## src/rtl/uart_pkg.sv

```systemverilog
// Shared register map, status/control bit positions and FSM encodings for the buffered UART.
package uart_pkg;

    localparam logic [3:0] ADDR_DATA = 4'h0;
    localparam logic [3:0] ADDR_STAT = 4'h4;
    localparam logic [3:0] ADDR_CTRL = 4'h8;
    localparam logic [3:0] ADDR_BAUD = 4'hC;

    localparam int ST_TX_BUSY    = 0;
    localparam int ST_TX_FULL    = 1;
    localparam int ST_RX_VALID   = 2;
    localparam int ST_RX_FULL    = 3;
    localparam int ST_RX_OVR     = 4;
    localparam int ST_FRAME_ERR  = 5;
    localparam int ST_PARITY_ERR = 6;
    localparam int ST_TX_OVF     = 7;

    localparam int CTRL_PAR_EN   = 0;
    localparam int CTRL_PAR_ODD  = 1;
    localparam int CTRL_TWO_STOP = 2;

    typedef enum logic [2:0] {TX_IDLE, TX_START, TX_DATA, TX_PARITY, TX_STOP} tx_state_e;
    typedef enum logic [2:0] {RX_IDLE, RX_START, RX_DATA, RX_PARITY, RX_STOP} rx_state_e;

endpackage

```

## src/rtl/uart_sync_fifo.sv

```systemverilog
// Single-clock FIFO; a push while full is dropped even if a pop happens in the same cycle.
module uart_sync_fifo #(
    parameter int WIDTH = 8,
    parameter int DEPTH = 16
) (
    input  logic                     clk,
    input  logic                     rst,
    input  logic                     push_i,
    input  logic [WIDTH-1:0]         din_i,
    input  logic                     pop_i,
    output logic [WIDTH-1:0]         dout_o,
    output logic                     full_o,
    output logic                     empty_o,
    output logic [$clog2(DEPTH):0]   count_o
);

    localparam int AW = $clog2(DEPTH);

    logic [WIDTH-1:0] mem_q [DEPTH];
    logic [AW-1:0]    wr_ptr_q, rd_ptr_q;
    logic [AW:0]      count_q;
    logic             push_ok, pop_ok;

    assign full_o  = (count_q == (AW+1)'(DEPTH));
    assign empty_o = (count_q == '0);
    assign count_o = count_q;
    assign dout_o  = mem_q[rd_ptr_q];
    assign push_ok = push_i && !full_o;
    assign pop_ok  = pop_i && !empty_o;

    always_ff @(posedge clk) begin
        if (push_ok) mem_q[wr_ptr_q] <= din_i;
    end

    // Pointers are AW bits wide, so they wrap modulo DEPTH on their own.
    always_ff @(posedge clk) begin
        if (rst) begin
            wr_ptr_q <= '0;
            rd_ptr_q <= '0;
            count_q  <= '0;
        end else begin
            if (push_ok) wr_ptr_q <= wr_ptr_q + 1'b1;
            if (pop_ok)  rd_ptr_q <= rd_ptr_q + 1'b1;
            count_q <= count_q + (AW+1)'(push_ok) - (AW+1)'(pop_ok);
        end
    end

endmodule

```

## src/rtl/uart_fifo.sv

```systemverilog
// Memory-mapped UART with TX/RX FIFOs, runtime baud divisor, optional parity, 1/2 stop bits,
// a 16x-oversampling receiver and a level RX interrupt.
module uart_fifo
    import uart_pkg::*;
#(
    parameter int CLK_FREQ   = 100000000,
    parameter int BAUD_RATE  = 115200,
    parameter int FIFO_DEPTH = 16
) (
    input  logic        clk,
    input  logic        rst,
    input  logic [3:0]  addr,
    input  logic        we,
    input  logic        re,
    input  logic [31:0] wdata,
    output logic [31:0] rdata,
    output logic        irq,
    output logic        tx,
    input  logic        rx
);

    localparam logic [15:0] BAUD_RST = 16'(CLK_FREQ / (BAUD_RATE * 16));
    localparam int CW = $clog2(FIFO_DEPTH) + 1;

    logic [2:0]  ctrl_q;
    logic [15:0] baud_q, baud_eff, tick_cnt_q;
    logic        tick;
    logic [7:4]  sticky_q, sticky_d, sticky_set;

    logic        data_wr, stat_wr, ctrl_wr, baud_wr, data_rd;
    logic        tx_full, tx_empty, tx_pop;
    logic [7:0]  tx_dout;
    logic        rx_full, rx_empty;
    logic [7:0]  rx_dout;
    logic [CW-1:0] tx_count, rx_count;
    logic        unused_ok;

    tx_state_e   tx_state_q;
    logic        tx_pend_q, tx_q, tx_par_q, tx_pen_q, tx_two_q;
    logic [4:0]  tx_cnt_q;
    logic [2:0]  tx_bit_q;
    logic [7:0]  tx_sh_q;
    logic        tx_busy;

    rx_state_e   rx_state_q;
    logic        rx_s1_q, rx_s2_q, rx_prev_q, rx_pen_q, rx_odd_q;
    logic [3:0]  rx_cnt_q;
    logic [2:0]  rx_bit_q;
    logic [7:0]  rx_sh_q;
    logic        rx_push_q, rx_ferr_q, rx_perr_q;

    assign data_wr = we && (addr == ADDR_DATA);
    assign stat_wr = we && (addr == ADDR_STAT);
    assign ctrl_wr = we && (addr == ADDR_CTRL);
    assign baud_wr = we && (addr == ADDR_BAUD);
    assign data_rd = re && (addr == ADDR_DATA);

    assign unused_ok = ^{tx_count, rx_count, wdata[31:16]};

    uart_sync_fifo #(.WIDTH(8), .DEPTH(FIFO_DEPTH)) u_tx_fifo (
        .clk(clk), .rst(rst), .push_i(data_wr), .din_i(wdata[7:0]), .pop_i(tx_pop),
        .dout_o(tx_dout), .full_o(tx_full), .empty_o(tx_empty), .count_o(tx_count)
    );

    uart_sync_fifo #(.WIDTH(8), .DEPTH(FIFO_DEPTH)) u_rx_fifo (
        .clk(clk), .rst(rst), .push_i(rx_push_q), .din_i(rx_sh_q), .pop_i(data_rd),
        .dout_o(rx_dout), .full_o(rx_full), .empty_o(rx_empty), .count_o(rx_count)
    );

    // Shared 16x tick; a divisor of 0 behaves as 1.
    assign baud_eff = (baud_q == 16'd0) ? 16'd1 : baud_q;
    assign tick     = (tick_cnt_q >= baud_eff - 16'd1);

    always_ff @(posedge clk) begin
        if (rst || baud_wr || tick) tick_cnt_q <= 16'd0;
        else                        tick_cnt_q <= tick_cnt_q + 16'd1;
    end

    always_ff @(posedge clk) begin
        if (rst) begin
            ctrl_q <= 3'd0;
            baud_q <= BAUD_RST;
        end else begin
            if (ctrl_wr) ctrl_q <= wdata[2:0];
            if (baud_wr) baud_q <= wdata[15:0];
        end
    end

    always_comb begin
        sticky_set                = '0;
        sticky_set[ST_RX_OVR]     = rx_push_q && rx_full;
        sticky_set[ST_FRAME_ERR]  = rx_ferr_q;
        sticky_set[ST_PARITY_ERR] = rx_perr_q;
        sticky_set[ST_TX_OVF]     = data_wr && tx_full;
        sticky_d = (sticky_q & ~(stat_wr ? wdata[7:4] : 4'h0)) | sticky_set;
    end

    always_ff @(posedge clk) begin
        if (rst) sticky_q <= '0;
        else     sticky_q <= sticky_d;
    end

    // Pop either from IDLE (then wait for the next tick) or at the end of STOP for back-to-back frames.
    always_comb begin
        tx_pop = 1'b0;
        if (!tx_empty) begin
            if (tx_state_q == TX_IDLE && !tx_pend_q)
                tx_pop = 1'b1;
            else if (tx_state_q == TX_STOP && tick && tx_cnt_q == (tx_two_q ? 5'd31 : 5'd15))
                tx_pop = 1'b1;
        end
    end

    assign tx_busy = !tx_empty || (tx_state_q != TX_IDLE) || tx_pend_q;
    assign tx      = tx_q;

    always_ff @(posedge clk) begin
        if (rst) begin
            tx_state_q <= TX_IDLE;
            tx_pend_q  <= 1'b0;
            tx_cnt_q   <= 5'd0;
            tx_bit_q   <= 3'd0;
            tx_sh_q    <= 8'd0;
            tx_par_q   <= 1'b0;
            tx_pen_q   <= 1'b0;
            tx_two_q   <= 1'b0;
            tx_q       <= 1'b1;
        end else begin
            if (tx_pop) begin
                tx_sh_q  <= tx_dout;
                tx_par_q <= (^tx_dout) ^ ctrl_q[CTRL_PAR_ODD];
                tx_pen_q <= ctrl_q[CTRL_PAR_EN];
                tx_two_q <= ctrl_q[CTRL_TWO_STOP];
            end
            case (tx_state_q)
                TX_IDLE: begin
                    if (tx_pend_q) begin
                        if (tick) begin
                            tx_pend_q  <= 1'b0;
                            tx_state_q <= TX_START;
                            tx_cnt_q   <= 5'd0;
                            tx_q       <= 1'b0;
                        end
                    end else if (tx_pop) begin
                        tx_pend_q <= 1'b1;
                    end
                end
                TX_START: if (tick) begin
                    if (tx_cnt_q == 5'd15) begin
                        tx_state_q <= TX_DATA;
                        tx_cnt_q   <= 5'd0;
                        tx_bit_q   <= 3'd0;
                        tx_q       <= tx_sh_q[0];
                    end else tx_cnt_q <= tx_cnt_q + 5'd1;
                end
                TX_DATA: if (tick) begin
                    if (tx_cnt_q == 5'd15) begin
                        tx_cnt_q <= 5'd0;
                        if (tx_bit_q == 3'd7) begin
                            tx_state_q <= tx_pen_q ? TX_PARITY : TX_STOP;
                            tx_q       <= tx_pen_q ? tx_par_q : 1'b1;
                        end else begin
                            tx_bit_q <= tx_bit_q + 3'd1;
                            tx_sh_q  <= {1'b0, tx_sh_q[7:1]};
                            tx_q     <= tx_sh_q[1];
                        end
                    end else tx_cnt_q <= tx_cnt_q + 5'd1;
                end
                TX_PARITY: if (tick) begin
                    if (tx_cnt_q == 5'd15) begin
                        tx_state_q <= TX_STOP;
                        tx_cnt_q   <= 5'd0;
                        tx_q       <= 1'b1;
                    end else tx_cnt_q <= tx_cnt_q + 5'd1;
                end
                TX_STOP: if (tick) begin
                    if (tx_cnt_q == (tx_two_q ? 5'd31 : 5'd15)) begin
                        tx_cnt_q <= 5'd0;
                        if (tx_pop) begin
                            tx_state_q <= TX_START;
                            tx_q       <= 1'b0;
                        end else tx_state_q <= TX_IDLE;
                    end else tx_cnt_q <= tx_cnt_q + 5'd1;
                end
                default: tx_state_q <= TX_IDLE;
            endcase
        end
    end

    // Receiver: start check at tick 8, then every 16 ticks lands on a bit midpoint.
    always_ff @(posedge clk) begin
        if (rst) begin
            rx_s1_q    <= 1'b1;
            rx_s2_q    <= 1'b1;
            rx_prev_q  <= 1'b1;
            rx_state_q <= RX_IDLE;
            rx_cnt_q   <= 4'd0;
            rx_bit_q   <= 3'd0;
            rx_sh_q    <= 8'd0;
            rx_pen_q   <= 1'b0;
            rx_odd_q   <= 1'b0;
            rx_push_q  <= 1'b0;
            rx_ferr_q  <= 1'b0;
            rx_perr_q  <= 1'b0;
        end else begin
            rx_s1_q   <= rx;
            rx_s2_q   <= rx_s1_q;
            rx_prev_q <= rx_s2_q;
            rx_push_q <= 1'b0;
            rx_ferr_q <= 1'b0;
            rx_perr_q <= 1'b0;
            case (rx_state_q)
                RX_IDLE: if (rx_prev_q && !rx_s2_q) begin
                    rx_state_q <= RX_START;
                    rx_cnt_q   <= 4'd0;
                    rx_pen_q   <= ctrl_q[CTRL_PAR_EN];
                    rx_odd_q   <= ctrl_q[CTRL_PAR_ODD];
                end
                RX_START: if (tick) begin
                    if (rx_cnt_q == 4'd7) begin
                        rx_cnt_q   <= 4'd0;
                        rx_bit_q   <= 3'd0;
                        rx_state_q <= rx_s2_q ? RX_IDLE : RX_DATA;
                    end else rx_cnt_q <= rx_cnt_q + 4'd1;
                end
                RX_DATA: if (tick) begin
                    rx_cnt_q <= rx_cnt_q + 4'd1;
                    if (rx_cnt_q == 4'd15) begin
                        rx_sh_q  <= {rx_s2_q, rx_sh_q[7:1]};
                        rx_bit_q <= rx_bit_q + 3'd1;
                        if (rx_bit_q == 3'd7) rx_state_q <= rx_pen_q ? RX_PARITY : RX_STOP;
                    end
                end
                RX_PARITY: if (tick) begin
                    rx_cnt_q <= rx_cnt_q + 4'd1;
                    if (rx_cnt_q == 4'd15) begin
                        rx_state_q <= RX_STOP;
                        rx_perr_q  <= rx_s2_q != ((^rx_sh_q) ^ rx_odd_q);
                    end
                end
                RX_STOP: if (tick) begin
                    rx_cnt_q <= rx_cnt_q + 4'd1;
                    if (rx_cnt_q == 4'd15) begin
                        rx_state_q <= RX_IDLE;
                        rx_push_q  <= rx_s2_q;
                        rx_ferr_q  <= !rx_s2_q;
                    end
                end
                default: rx_state_q <= RX_IDLE;
            endcase
        end
    end

    assign irq = !rx_empty;

    always_comb begin
        rdata = 32'd0;
        case (addr)
            ADDR_DATA: rdata[7:0] = rx_empty ? 8'd0 : rx_dout;
            ADDR_STAT: begin
                rdata[ST_TX_BUSY]  = tx_busy;
                rdata[ST_TX_FULL]  = tx_full;
                rdata[ST_RX_VALID] = !rx_empty;
                rdata[ST_RX_FULL]  = rx_full;
                rdata[7:4]         = sticky_q;
            end
            ADDR_CTRL: rdata[2:0]  = ctrl_q;
            ADDR_BAUD: rdata[15:0] = baud_q;
            default:   rdata = 32'd0;
        endcase
    end

endmodule

```

## config.mk

```make
export PLATFORM = sky130hd
export DESIGN_NAME = uart_fifo
export DESIGN_NICKNAME = d
export VERILOG_FILES = /design/src/rtl/uart_pkg.sv /design/src/rtl/uart_sync_fifo.sv /design/src/rtl/uart_fifo.sv
export SDC_FILE = /design/constraint.sdc
export NUM_CORES = 1
export LEC_CHECK = 0
export ABC_CLOCK_PERIOD_IN_PS = 7400
export CAP_MARGIN = 40
export CORE_AREA = 4 4 223 225
export DETAILED_ROUTE_END_ITERATION = 8
export DIE_AREA = 0 0 227 229
export GPL_TIMING_DRIVEN = 0
export PLACE_DENSITY_LB_ADDON = 0.1
export SLEW_MARGIN = 20
export SYNTH_ARGS = -nofsm -noshare
export SYNTH_HDL_FRONTEND = slang
export SYNTH_SLANG_ARGS = --single-unit
```

## constraint.sdc

```tcl
create_clock -name clk -period 7.4 [get_ports clk]
set_input_delay 2.22 -clock clk [delete_from_list [all_inputs] [get_ports clk]]
set_output_delay 2.22 -clock clk [all_outputs]
set_load 0.03 [all_outputs]
```

After elaboration in Yosys (flattened, before gate mapping). Memories as Yosys holds them, arrays and structs flattened. A register that Yosys moved wholly into a read port is not among the register bits. Cells that the tools add are included.

Reduce and logical (&&, ||, !) cells: 52. Bitwise operators: 9. Multiplexer cells: 90. Magnitude comparators: 1. Equality and inequality tests: 45. $add $sub $neg: 14.

Operator list (number): $mux 3 (32); $mux 8 (7); $ne 2x2->1 const B (21); $mux 4 (9); $mux 5 (7); $pmux 3 s5 (2); $pmux 5 s3 (2); $mux 1 (24); $add 4x1->4 const B (5); $add 16x1->16 const B (1); $ge 16x16->1 (1); $logic_not 16->1 (1); $mux 16 (1); $reduce_xor 8->1 (2); $sub 16x1->16 const B (1); $logic_and 1x1->1 (15); $eq 3x2->1 const B (4); $eq 3x3->1 const B (4); $eq 4x4->1 const B (3); $pmux 3 s2 (2); $pmux 3 s4 (1); $pmux 4 s3 (1); $reduce_and 12->1 (1); $reduce_and 11->1 (1); 34 further kinds (63).

Input bits: 41. Memory bits (writable): 256. Word-level logic and storage cells: 244. Bits in registers: 115. Memories: 2.

Memories: u_rx_fifo.mem_q (depth 16, bits a word 8, read ports 1, clocked after memory_dff 1, wr ports 1, line uart_sync_fifo.sv:19) `logic [WIDTH-1:0] mem_q [DEPTH];`; u_tx_fifo.mem_q (depth 16, bits a word 8, read ports 1, clocked after memory_dff 1, wr ports 1, line uart_sync_fifo.sv:19).

Logic depth before layout (Yosys ltp). Gate-level depths: netlist (run 1).

Depth after elaboration: 14. Depth in mapped cells: 28.

Cells and area by module. A second synthesis (run 1) with hierarchy kept.

Cell total of the unflattened synthesis: 1273. Area total of the unflattened synthesis: 17025.1 µm².

Modules (own cells, without submodules): uart_sync_fifo at u_rx_fifo (instances 1, seq. area each 4184.0 µm², area an instance 5813.1 µm², cells an instance 308); uart_sync_fifo at u_tx_fifo (instances 1, seq. area each 4184.0 µm², area an instance 5809.3 µm², cells an instance 308); uart_fifo (instances 1, seq. area each 1781.7 µm², area an instance 5402.7 µm², cells an instance 657).

Worst setup path after synthesis (run 1). Ideal clock, no wire load.

Kind: input to output. Start: in addr[3]. End: out rdata[0]. Path slack: 1.514 ns. Stages on the path: 3. Data arrival time: 3.666 ns. Path buffers: 0. Path through: nor4_1 nand2_1 o21ai_0.

Longest elaborated chain between the ends: 2. Elaborated cells between the ends (all ways): 5. Classes of those cells: eq/ne (3); mux (1); reduce/logical (1).

Ends and longest elaborated chain: start: declaration (line uart_fifo.sv:12) `input logic [3:0] addr,`; $eq 4x4->1, or another cell as far along (line uart_fifo.sv:258) `case (addr)`; $pmux 3 s4 (*) (line uart_fifo.sv:258); end: declaration (line uart_fifo.sv:16) `output logic [31:0] rdata,`.

Every way passes the cells marked *; elsewhere a longest branch is shown, timed or not.

Worst setup path after layout (run 1).
Start: in addr[2]. End: out rdata[0].

Same word-level chain as after synthesis.

==> metrics.txt, run 1 <==
total power density per cell area 278 nW/µm²; fraction of power spent switching nets 0.245; commonest non-fill, non-tap cell in the layout edfxtp_1; most frequent CP cell clkdlybuf4s50_1; Die ar. 52000 µm²; post-synthesis register bit count 379; asr flop ratio synth 0; data arrival at the endpoint of the critical path 4870 ps; count of final setup violators 0; Clock Power Share 0.422; Internal Dissipation 4130 µW; nets@finish 1432; number of enable-type register cells in the synthesized netlist 256; number of antenna diodes 0; highest achievable clock rate 141 MHz; Top FF cell, synth edfxtp_1; Slew Viols, Final 0; final std cells w/o fill 1990; worst-case clock buffer depth 3; ratio of final minimum period to clock period 0.958; actual transition at the worst max-transition pin 814 ps; Die Wd 227 µm; maximum number of pins on one net before global-route repair 20; Static Leakage 0.00690 µW; total via count after detailed routing 9980; number of antenna violations at the first check in global routing 2; CTS buffer count 42; top library cells by usage in the layout, fill and taps aside edfxtp_1, dfxtp_1, nor2_1, nand2_1, mux4_2; element type at the critical path start input port; effective utilization at floorplan 0.347; P&R area growth vs syn 19.1%; crit-path max FO 17; all-layer global routing usage 0.159; vertical extent of the die 229 µm; final HPWL from detailed placement 29000 µm; final RePlAce weighted congestion 0.769; shortest period the worst path allows 7090 ps; proportion of layout cells with a drive suffix above 1 0.152; worst-path cell with the longest stage delay clkdlybuf4s50_1; Setup CP Type input port to output port; area share of the largest cell type after synthesis 0.466; post-cts gate resize count 0; top-level port count 75; utilization after layout 0.414; outcome finished, final reports clean; cell count after placement 1907; warning count from the yosys run 0; DRC viols 0; number of global-route vias before repair 10100; largest vdd supply drop 0.000139 V; IO Port Bufs 40; share of power burned in registers 0.428; CTS tree built; routed len/inst 20.6 µm; cell taking the most area after synthesis edfxtp_1; Buf/Inv on CP 3; Final ANT Viol Nets 0; final setup slack of the worst path 312 ps; Setup TNS Final 0 ps; Logic pwr share 0.150; post-synthesis instance area 16500 µm²; worst hold-check slack 417 ps; cell class contributing the biggest share of worst-path delay buffers and inverters; drt first-iter violations 800; aggregate routed wire length 41000 µm; max_slew headroom 0.456; Required @ worst endpoint 5180 ps; RSZ-0062 raised after global routing false; master cell of the clock root buffer clkbuf_16; H-tree depth 2; share of the yosys chip area belonging to registers 0.615; CP cell instances clkdlybuf4s50_1 > nand2_1 > nor3_1 > buf_2 > a222oi_1 > o21ai_0 > clkdlybuf4s50_1; Avg Synthesized Cell Area 13.7 µm²; max-capacitance violation count 0; net load switching power 1340 µW; number of rows created at floorplan 80; leading cell types by total area after synthesis edfxtp_1, dfxtp_1, mux4_2, ha_1, mux4_1; global route total overflow 0; post-synthesis cell count 1205; first-pass GRT wire length 62900 µm; Post-CTS Setup Bufs 0; number of iterations in the first detailed-routing pass 5; max incr delay on CP 710 ps; TritonCTS Sinks 379; largest clock skew in the final design 17.2 ps; kind of end point of the critical path output port; unique cell type count in the Yosys netlist 68; kind of path behind the tightest hold check flip-flop to flip-flop; clock insertion delay at the later pin of the skew report 570 ps; per-cell via count in the routed design 5.02; standard cell core area 47500 µm²; count of endpoints failing hold in the final timing report 0; clock edge transition at the registers on the reported setup and hold paths 60 ps; count of hold buffers inserted by post-cts repair 0; post-placement worst setup slack 6.21 ps
[area by class of cell]
type | instances | area, µm²
Sequential cell | 379 | 10100
Multi-Input combinational cell | 727 | 5910
Tap cell | 615 | 769
Clock buffer | 54 | 1130
Buffer | 72 | 400
Timing Repair Buffer | 78 | 756
Inverter | 41 | 154
Fill cell | 4500 | 27900
Clock inverter | 24 | 395
[synth_stat cells (all sizes together) (2+ instances only)]
library cell and n:
edfxtp 256, dfxtp 123, nor2 120, nand2 102, mux4 76, a21oi 56, ha 48, inv 41
clkbuf 40, buf 33, xnor2 30, xor2 28, mux2i 25, nand3 25, o21ai 25, a22oi 17
and2 17, nor3 14, a21o 11, or2 11, nor2b 10, nand2b 9, nand3b 9, or3 9
a211oi 8, and3 7, nor4 7, nand4 6, a211o 3, and4 3, nor4b 3, a21boi 2
fa 2, nand4b 2, nor3b 2, o21a 2, or4 2
[per-layer routing]
| layer | track usage | part of all wire | vias up |
|---|---|---|---|
| li1 | - | - | 4725 |
| met2 | 0.256 | 0.48 | 183 |
| met5 | 0 | 0.00076 | - |
| met1 | 0.226 | 0.46 | 5013 |
| met3 | 0.0298 | 0.042 | 55 |
| met4 | 0.0371 | 0.020 | 4 |
[worst register-to-register path, cell delays in order, from the launching register on]
cell and delay, ps:
dfxtp_1 400, or4_1 610, nor4_1 260, nor2b_1 230
nand2_1 110, nor2_1 180, nor2_1 110, ha_1 250
and2_1 210, xnor2_1 190, ha_1 270, a21o_1 160
a221o_1 340, a221oi_1 280, or2_1 200, nand2_1 220
a21boi_1 290, buf_2 340, buf_4 270, inv_2 40
ha_1 260, inv_1 40, ha_1 210, fa_1 410
a21oi_1 160, nor2_1 60, or3_1 340, a21oi_1 130
[sequential cells by signal (all words and copies together) (netlist names), 5 cells and up, named ones only]
name / flops
baud_q: 16
rx_sh_q: 8
tick_cnt_q: 16
tx_cnt_q: 5
tx_sh_q: 8
u_rx_fifo.count_o: 5
u_rx_fifo.mem_q: 128
u_tx_fifo.count_o: 5
u_tx_fifo.mem_q: 128
[power groups by stage]
| stage | clock [µW] | combinational (µW) | sequential (µW) |
|---|---|---|---|
| final | 2310 | 819 | 2340 |
| after global routing | 2470 | 899 | 2350 |
| after CTS | 2370 | 834 | 2340 |
| after detailed placement | 0 | 830 | 2380 |
| after global placement | 0 | 821 | 2380 |
| after floorplan | 0 | 601 | 2370 |
[path summary, 6_finish.rpt]
path	startpoint	endpoint	slack (ps)	cells past startpoint
max	addr[2]	rdata[0]	310	7
min	rx_s1_q$_SDFF_PP1_	rx_s2_q$_SDFF_PP1_	420	1
max reg2reg	baud_q[6]$_SDFFE_PP0P_	u_tx_fifo.count_o[4]$_SDFF_PP0_	760	27
min reg2reg	rx_s1_q$_SDFF_PP1_	rx_s2_q$_SDFF_PP1_	420	1
[logic make-up after synthesis]
logic type,share of synthesized area
AND/OR/NAND/NOR,0.103
adder cells (fa/ha/maj),0.0388
XOR/XNOR,0.0326
AO/OA/AOI/OAI,0.0532
other,0.000227
buffers and inverters,0.0338
multiplexers,0.124
flip-flops,0.615
[per-stage QoR]
| stage | power (µW) | area [µm²] |
|---|---|---|
| 2_1_floorplan | 2970 | 16600 |
| 3_3_place_gp | 3210 | 17700 |
| 3_5_place_dp | 3210 | 18100 |
| 4_1_cts | 5550 | 19600 |
| 5_1_grt | 5710 | 19700 |
| 6_report | 5470 | 19700 |
No activity file was read; power rests on OpenSTA's default activity.
==> inputs of run 2 (changes only) <==
--- a/config.mk
+++ b/config.mk
@@ -7,9 +7,9 @@
 export LEC_CHECK = 0
 export ABC_CLOCK_PERIOD_IN_PS = 7400
 export CAP_MARGIN = 40
-export CORE_AREA = 4 4 223 225
+export CORE_AREA = 4 4 204 206
 export DETAILED_ROUTE_END_ITERATION = 8
-export DIE_AREA = 0 0 227 229
+export DIE_AREA = 0 0 208 210
 export GPL_TIMING_DRIVEN = 0
 export PLACE_DENSITY_LB_ADDON = 0.1
 export SLEW_MARGIN = 20
==> run 2 against run 1 <==
Net effect: core utilization grew 7.3 points; wire length is 5.4% lower; register-to-register slack lost 60 ps; global-route usage rose by 1.6 points.
==> metrics.txt, run 2 (synthesized netlist as in run 1, its figures left out) <==
outcome finished, final reports clean; reg-to-reg startpoint baud_q[6]$_SDFFE_PP0P_; TritonCTS Sinks 379; Logic pwr share 0.156; actual transition at the worst max-transition pin 910 ps; reg2reg end u_tx_fifo.count_o[4]$_SDFF_PP0_; count of hold buffers inserted by post-cts repair 0; count of final setup violators 0; proportion of layout cells with a drive suffix above 1 0.141; master cell of the clock root buffer clkbuf_16; drt first-iter violations 761; count of filler cells inserted in the layout 3485; commonest non-fill, non-tap cell in the layout edfxtp_1; share of power burned in registers 0.450; Clock Power Share 0.394; post-placement worst setup slack 356 ps; CTS buffer count 41; number of rows created at floorplan 73; Top Registers u_rx_fifo.mem_q (128), u_tx_fifo.mem_q (128); Final ANT Viol Nets 0; DRC viols 0; Slew Viols, Final 0; total via count after detailed routing 9865; H-tree depth 2; largest clock skew in the final design 14.8 ps; kind of end point of the critical path output port; final setup slack of the worst path 347 ps; RSZ-0062 raised after global routing false; launch point of the critical path addr[2]; element type at the critical path start input port; number of antenna violations at the first check in global routing 0; Post-CTS Setup Bufs 0; Die ar. 43700 µm²; P&R area growth vs syn 16.8%; per-cell via count in the routed design 5.22; cell count after placement 1807; ratio of final minimum period to clock period 0.953; aggregate routed wire length 38800 µm; all-layer global routing usage 0.176; highest achievable clock rate 142 MHz; area of the multi-input gates 5910 µm²; final RePlAce weighted congestion 0.757; sequential cell area 10100 µm²; number of global-route vias before repair 9706; first-pass GRT wire length 59400 µm; max-capacitance violation count 0; Hold Path Cell Cnt 1; kind of path behind the tightest hold check flip-flop to flip-flop; worst hold-check slack 416 ps; R2R cell count 27; clock edge transition at the registers on the reported setup and hold paths 60 ps; vertical extent of the die 210 µm; Static Leakage 0.00675 µW; net load switching power 1290 µW; fraction of power spent switching nets 0.248; crit path to rdata[0]; nets@finish 1422; top library cells by usage in the layout, fill and taps aside edfxtp_1, dfxtp_1, nor2_1, nand2_1, mux4_2; final HPWL from detailed placement 27100 µm; largest vdd supply drop 0.000153 V; Required @ worst endpoint 5180 ps; Internal Dissipation 3910 µW; count of endpoints failing hold in the final timing report 0; Die Wd 208 µm; Setup CP Type input port to output port; total power density per cell area 270 nW/µm²; post-cts gate resize count 0; number of iterations in the first detailed-routing pass 4; clock insertion delay at the later pin of the skew report 540 ps; number of antenna diodes 0; routed len/inst 20.5 µm; data arrival at the endpoint of the critical path 4830 ps; global route total overflow 0; IO Port Bufs 40; reg-to-reg setup timing slack 700 ps; maximum number of pins on one net before global-route repair 20; shortest period the worst path allows 7050 ps; final std cells w/o fill 1889; CTS tree built; effective utilization at floorplan 0.417; max_slew headroom 0.392; crit-path max FO 6; top-level port count 75; standard cell core area 39600 µm²; worst-case clock buffer depth 3
## run 2: cell types whose count changed in the layout (fill, tap and decap cells not counted), sizes merged
cell,previous run,this run
buf,71,61
bufinv,10,4
clkbuf,93,89
clkinv,9,18
clkinvlp,2,4
inv,44,42
## run 2: metrics by stage
stage               power, µW  setup TNS [ps]  area (µm²)  utilization
floorplan                2970               0       16600            -
CTS                      5260               0       19200        0.485
detailed placement       3200               0       17900        0.451
global placement         3190            -102       17600        0.445
finish                   5200               0       19300        0.486
global route             5430               0       19300        0.486
## run 2: worst min path at each step
stage / end / from
5_1_grt: rx_s2_q$_SDFF_PP1_ / rx_s1_q$_SDFF_PP1_
6_report: rx_s2_q$_SDFF_PP1_ / rx_s1_q$_SDFF_PP1_
4_1_cts: rx_s2_q$_SDFF_PP1_ / rx_s1_q$_SDFF_PP1_
3_3_place_gp: rx_s2_q$_SDFF_PP1_ / rx_s1_q$_SDFF_PP1_
2_1_floorplan: rx_s2_q$_SDFF_PP1_ / rx_s1_q$_SDFF_PP1_
3_5_place_dp: rx_s2_q$_SDFF_PP1_ / rx_s1_q$_SDFF_PP1_
## run 2: power groups by stage
stage	logic (µW)	registers [µW]	clock network, µW
after floorplan	601	2370	0
after global placement	809	2380	0
after detailed placement	815	2380	0
after CTS	819	2340	2110
after global routing	886	2340	2200
final	812	2340	2050
## run 2: worst max-delay path, cell delays in order
cell and delay, ps:
clkdlybuf4s50_1 530, nor4_2 730, nand2_1 290, o21ai_0 320
clkdlybuf4s50_1 730
## run 2: cell type report
type | instances | share of cell area
multi-input cells | 727 | 0.306
plain buffers | 73 | 0.0210
clock inverters | 27 | 0.0123
clock buffers | 49 | 0.0580
well taps | 525 | 0.0341
inverters | 41 | 0.00798
repair buffers | 68 | 0.0339
flip-flops and latches | 379 | 0.526
## run 2: layer usage
metal | up-vias | wire (µm) | part of all wire | track usage
met5 | - | 0 | 0 | 0
met4 | 0 | 545 | 0.014 | 0.0340
li1 | 4703 | - | - | -
met2 | 195 | 18400 | 0.47 | 0.285
met1 | 4929 | 17900 | 0.46 | 0.251
met3 | 38 | 1930 | 0.050 | 0.0339
